### src/rtl/game_round_ctrl_pkg.sv
// Shared types and result codes for the Tom & Jerry round sequencer.
package game_pkg;

  typedef enum logic [1:0] {
    IDLE      = 2'd0,
    PLAYING   = 2'd1,
    OVER_HOLD = 2'd2,
    OVER_WAIT = 2'd3
  } round_state_t;

  localparam logic [1:0] GO_NONE  = 2'b00;
  localparam logic [1:0] GO_TOM   = 2'b01;
  localparam logic [1:0] GO_JERRY = 2'b10;

endpackage

### src/rtl/game_round_ctrl_edge_rise.sv
// One-bit rising-edge detector; the pulse is combinational and one clk wide.
module edge_rise (
  input  logic clk,
  input  logic rst_n,
  input  logic d,
  output logic rise
);

  logic d_q;

  // Previous-sample register for the edge compare.
  always_ff @(posedge clk or negedge rst_n) begin
    if (!rst_n) begin
      d_q <= 1'b0;
    end else begin
      d_q <= d;
    end
  end

  assign rise = d & ~d_q;

endmodule

### src/rtl/game_round_ctrl.sv
// Round sequencer: idle / playing / game-over hold / game-over wait, round timer
// and winner decision, all outputs registered.
module game_round_ctrl
  import game_pkg::*;
#(
  parameter int ROUND_SEC   = 60,
  parameter int FPS         = 60,
  parameter int HOLD_FRAMES = 120
) (
  input  logic       clk,
  input  logic       rst,
  input  logic       vblnk,
  input  logic       start,
  input  logic       caught,
  input  logic       all_cheese,
  output logic [1:0] gameover,
  output logic       playing,
  output logic       freeze,
  output logic       world_rst,
  output logic [7:0] sec_left
);

  localparam int FC_W = (FPS > 1) ? $clog2(FPS) : 1;
  localparam int HC_W = (HOLD_FRAMES > 1) ? $clog2(HOLD_FRAMES) : 1;
  localparam logic [FC_W-1:0] FC_LAST  = FC_W'(FPS - 1);
  localparam logic [HC_W-1:0] HC_LAST  = HC_W'(HOLD_FRAMES - 1);
  localparam logic [7:0]      SEC_INIT = 8'(ROUND_SEC);

  logic frame_tick;
  logic start_rise;

  edge_rise u_vblnk_rise (.clk(clk), .rst_n(rst), .d(vblnk), .rise(frame_tick));
  edge_rise u_start_rise (.clk(clk), .rst_n(rst), .d(start), .rise(start_rise));

  round_state_t    state_q,     state_d;
  logic [FC_W-1:0] frame_cnt_q, frame_cnt_d;
  logic [HC_W-1:0] hold_cnt_q,  hold_cnt_d;
  logic [7:0]      sec_left_q,  sec_left_d;
  logic [1:0]      gameover_q,  gameover_d;
  logic            playing_q,   playing_d;
  logic            freeze_q,    freeze_d;
  logic            world_rst_q, world_rst_d;
  logic            enter_play;

  // Next-state, counter and output computation.
  always_comb begin
    state_d     = state_q;
    frame_cnt_d = frame_cnt_q;
    hold_cnt_d  = hold_cnt_q;
    sec_left_d  = sec_left_q;
    gameover_d  = gameover_q;
    world_rst_d = 1'b0;
    enter_play  = 1'b0;

    case (state_q)
      IDLE:      enter_play = start_rise;
      PLAYING: begin
        // caught outranks all_cheese, which outranks the timeout
        if (caught) begin
          gameover_d = GO_TOM;
          state_d    = OVER_HOLD;
          hold_cnt_d = '0;
        end else if (all_cheese) begin
          gameover_d = GO_JERRY;
          state_d    = OVER_HOLD;
          hold_cnt_d = '0;
        end else if (frame_tick) begin
          if (sec_left_q == 8'd0) begin
            gameover_d = GO_JERRY;
            state_d    = OVER_HOLD;
            hold_cnt_d = '0;
          end else if (frame_cnt_q == FC_LAST) begin
            frame_cnt_d = '0;
            sec_left_d  = sec_left_q - 8'd1;
          end else begin
            frame_cnt_d = frame_cnt_q + FC_W'(1);
          end
        end else begin
          state_d = PLAYING;
        end
      end
      OVER_HOLD: begin
        if (frame_tick) begin
          if (hold_cnt_q == HC_LAST) begin
            state_d = OVER_WAIT;
          end else begin
            hold_cnt_d = hold_cnt_q + HC_W'(1);
          end
        end else begin
          hold_cnt_d = hold_cnt_q;
        end
      end
      OVER_WAIT: enter_play = start_rise;
      default:   state_d = IDLE;
    endcase

    if (enter_play) begin
      state_d     = PLAYING;
      frame_cnt_d = '0;
      sec_left_d  = SEC_INIT;
      gameover_d  = GO_NONE;
      world_rst_d = 1'b1;
    end else begin
      world_rst_d = 1'b0;
    end

    playing_d = (state_d == PLAYING);
    freeze_d  = ~playing_d;
  end

  // State, counters and registered Moore outputs.
  always_ff @(posedge clk or negedge rst) begin
    if (!rst) begin
      state_q     <= IDLE;
      frame_cnt_q <= '0;
      hold_cnt_q  <= '0;
      sec_left_q  <= SEC_INIT;
      gameover_q  <= GO_NONE;
      playing_q   <= 1'b0;
      freeze_q    <= 1'b1;
      world_rst_q <= 1'b0;
    end else begin
      state_q     <= state_d;
      frame_cnt_q <= frame_cnt_d;
      hold_cnt_q  <= hold_cnt_d;
      sec_left_q  <= sec_left_d;
      gameover_q  <= gameover_d;
      playing_q   <= playing_d;
      freeze_q    <= freeze_d;
      world_rst_q <= world_rst_d;
    end
  end

  assign gameover  = gameover_q;
  assign playing   = playing_q;
  assign freeze    = freeze_q;
  assign world_rst = world_rst_q;
  assign sec_left  = sec_left_q;

endmodule

### config.mk
export PLATFORM = sky130hd
export DESIGN_NAME = game_round_ctrl
export DESIGN_NICKNAME = d
export VERILOG_FILES = /design/src/rtl/game_round_ctrl_pkg.sv /design/src/rtl/game_round_ctrl_edge_rise.sv /design/src/rtl/game_round_ctrl.sv
export SDC_FILE = /design/constraint.sdc
export NUM_CORES = 1
export LEC_CHECK = 0
export ABC_AREA = 1
export CORE_UTILIZATION = 57
export CTS_CLUSTER_DIAMETER = 60
export DETAILED_ROUTE_END_ITERATION = 16
export DONT_BUFFER_PORTS = 1
export GPL_TIMING_DRIVEN = 0
export PLACE_DENSITY = 0.75
export SYNTH_ARGS = -nofsm -noshare
export SYNTH_HDL_FRONTEND = slang
export SYNTH_SLANG_ARGS = --single-unit
### constraint.sdc
create_clock -name clk -period 3.7 [get_ports clk]
set_input_delay 1.11 -clock clk [delete_from_list [all_inputs] [get_ports clk]]
set_output_delay 1.11 -clock clk [all_outputs]
set_load 0.005 [all_outputs]
==> summary.md <==
| Metric | Value |
|---|---|
| Most numerous cell in the Yosys netlist | nand2_1 |
| Fill count | 277 |
| Die Ht | 58.2 um |
| Peak VDD IR | 0.347 mV |
| Async set or reset register ratio after synthesis | 1.00 |
| Final count of negative-setup-slack endpoints | 0 |
| # hold bufs at CTS | 0 |
| Mapped Cells | 236 |
| Worst Hold Class | input pin to async pin |
| Routed len/inst | 11.2 um |
| Final Hold Vio Count | 0 |
| Synth cell types | 29 |
| WL final | 3.22 mm |
| First-pass GRT wire length | 5.65 mm |
| Leak | 0.992 nW |
| Synth Cell Area | 1800 um2 |
| Vias | 1436 |
| Top FF cell, synth | dfrtp_1 |
| Skew final | 0.0159 ns |
| Drt first pass iters | 4 |
| Cells on worst reg2reg path | 10 |
| Post-synth EDFFs | 0 |
| Starting density of the core | 0.595 |
| Share of layout cells above drive strength 1 | 0.152 |
| Critical path arrival | 0.92 ns |
| Root buffer cell | clkbuf_4 |
| Post-synth top area share | 0.347 |
| CTS buffer count | 5 |
| IO buf count | 0 |
| Synth area leader | dfrtp_1 |
| Drt initial violations | 87 |
| Via density | 4.99 |
| Worst setup EP type | output pin |
| Slew Limit Fails | 0 |
| Post-DP HPWL | 2.31 mm |
| TritonCTS clock tree | built |
| Post-synthesis net count | 248 |
| Antenna cells | 0 |
| Setup ws final | 1.67 ns |
| # H-tree levels | 2 |
| Core ar. | 3030 um2 |
| Syn-to-layout area delta | 6.32% |
| WS Path Type | register to output pin |
| Clock slew at reported path FFs | 0.10 ns |
| Gp weighted congestion | 0.831 |
| Syn Area/Cell | 7.63 um2 |
| Vias in the first global route | 1329 |
| Nets@finish | 255 |
| CP Max Fanout | 5 |
| Register area share after synthesis | 0.420 |
| Clk_lat worst skew | 0.33 ns |
| Status | finished, final reports clean |
| TNS Setup | 0 ns |
| Total global routing overflow | 0 |
| RSZ-0062 raised after global routing | no |
| CTS Sinks | 30 |
| Startpoint Class | register |
| Relative slew slack | 0.787 |
| Fmax achieved | 492 MHz |
| Warning count from the yosys run | 0 |
| GRT Total Usage | 0.218 |
| Initial antenna violation count | 0 |
| #FFs+latches synth | 30 |
| Die width | 58.2 um |
| Least-Margin Pin Slew | 0.319 ns |
| Num ports | 19 |
| Total power | 0.00138 W |
| Placement Setup Slack | 1.46 ns |
| Maxcap violations | 0 |
| DRC Markers | 0 |
| Top cells by count, synth | nand2_1, inv_1, dfrtp_1, nand3_1, nor2_1 |
| Top cells by area, synth | dfrtp_1, nand2_1, dfstp_2 |
| Post-cts repair resize count | 0 |
| Critical path depth | 0 |
| Worst endpoint required time | 2.59 ns |
| Largest net degree at the start of global routing | 31 |
| Row count | 20 |
| Post-DRT Antenna Nets | 0 |
| Post-layout minimum cycle time | 2.03 ns |
| Clk buf depth | 2 |
| Power Dens Cells | 719 nW/um2 |
| DIE AREA | 3390 um2 |
| Post-CTS Setup Inserts | 0 |
| Tcrit/Tclk final | 0.549 |
-- logic make-up (layout without fill, tap and decap cells) --
kind of cell | count (synthesis) | in the layout | share of synthesized area
AO/OA/AOI/OAI | 27 | 27 | 0.0827
AND/OR/NAND/NOR | 131 | 131 | 0.343
buffers and inverters | 37 | 45 | 0.0882
XOR/XNOR | 5 | 5 | 0.0243
flip-flops | 30 | 30 | 0.420
adder cells (fa/ha/maj) | 6 | 6 | 0.0417
-- state kept, by name, indices dropped and copies added, names as in the netlist --
name,flops
gameover,2
sec_left,8
state_q,2
world_rst,1
freeze,1
playing,1
frame_cnt_q,6
u_start_rise.d_q,1
u_vblnk_rise.d_q,1
hold_cnt_q,7
-- per-stage QoR --
step | utilization | instance area (um2) | cells | hold WS (ns)
floorplan | - | 1800 | 236 | 0.465
global placement | 0.613 | 1860 | 280 | 0.488
detailed placement | 0.613 | 1860 | 280 | 0.488
CTS | 0.632 | 1910 | 288 | 0.447
global route | 0.632 | 1910 | 288 | 0.430
finish | 0.632 | 1910 | 288 | 0.457
-- layout make-up --
cell class | count | area [um2] | share of cell area
Multi-Input combinational cell | 169 | 885 | 0.462
Sequential cell | 30 | 757 | 0.395
Inverter | 33 | 124 | 0.0647
Clock buffer | 8 | 58.8 | 0.0307
Tap cell | 44 | 55.1 | 0.0288
Buffer | 4 | 35.0 | 0.0183
-- report_power, final --
group | internal (W) | switching [W]
Sequential | 0.000445 | 0.000107
Clock | 0.0000937 | 0.000112
Combinational | 0.000237 | 0.000382
Total | 0.000776 | 0.000601
-- final timing paths --
kind                                  end         from  slack, ns
min in group clk              sec_left[2]  sec_left[2]       0.51
hold / removal              hold_cnt_q[2]          rst       0.46
setup / recovery              sec_left[4]  sec_left[4]       1.67
hold reg to reg               sec_left[2]  sec_left[2]       0.51
setup reg to reg           frame_cnt_q[3]   state_q[0]       1.79
max in group asynchronous     sec_left[2]          rst       3.07
-- placed cells by master (no fill, tap or decap), types with 6 or more instances in the layout --
master	n
nor2_1	19
o21ai_0	10
ha_1	6
dfrtp_1	25
inv_1	29
o21ai_1	8
nand2_1	69
nand3_1	22
-- layer usage --
metal / routed length [um] / track usage / vias to the layer above
met5: 0 / 0 / -
met4: 57 / 0.0952 / 0
met3: 144 / 0.0558 / 7
met2: 1490 / 0.342 / 31
met1: 1530 / 0.284 / 641
li1: - / - / 757
Note: power is estimated with default switching activity, not from simulation.
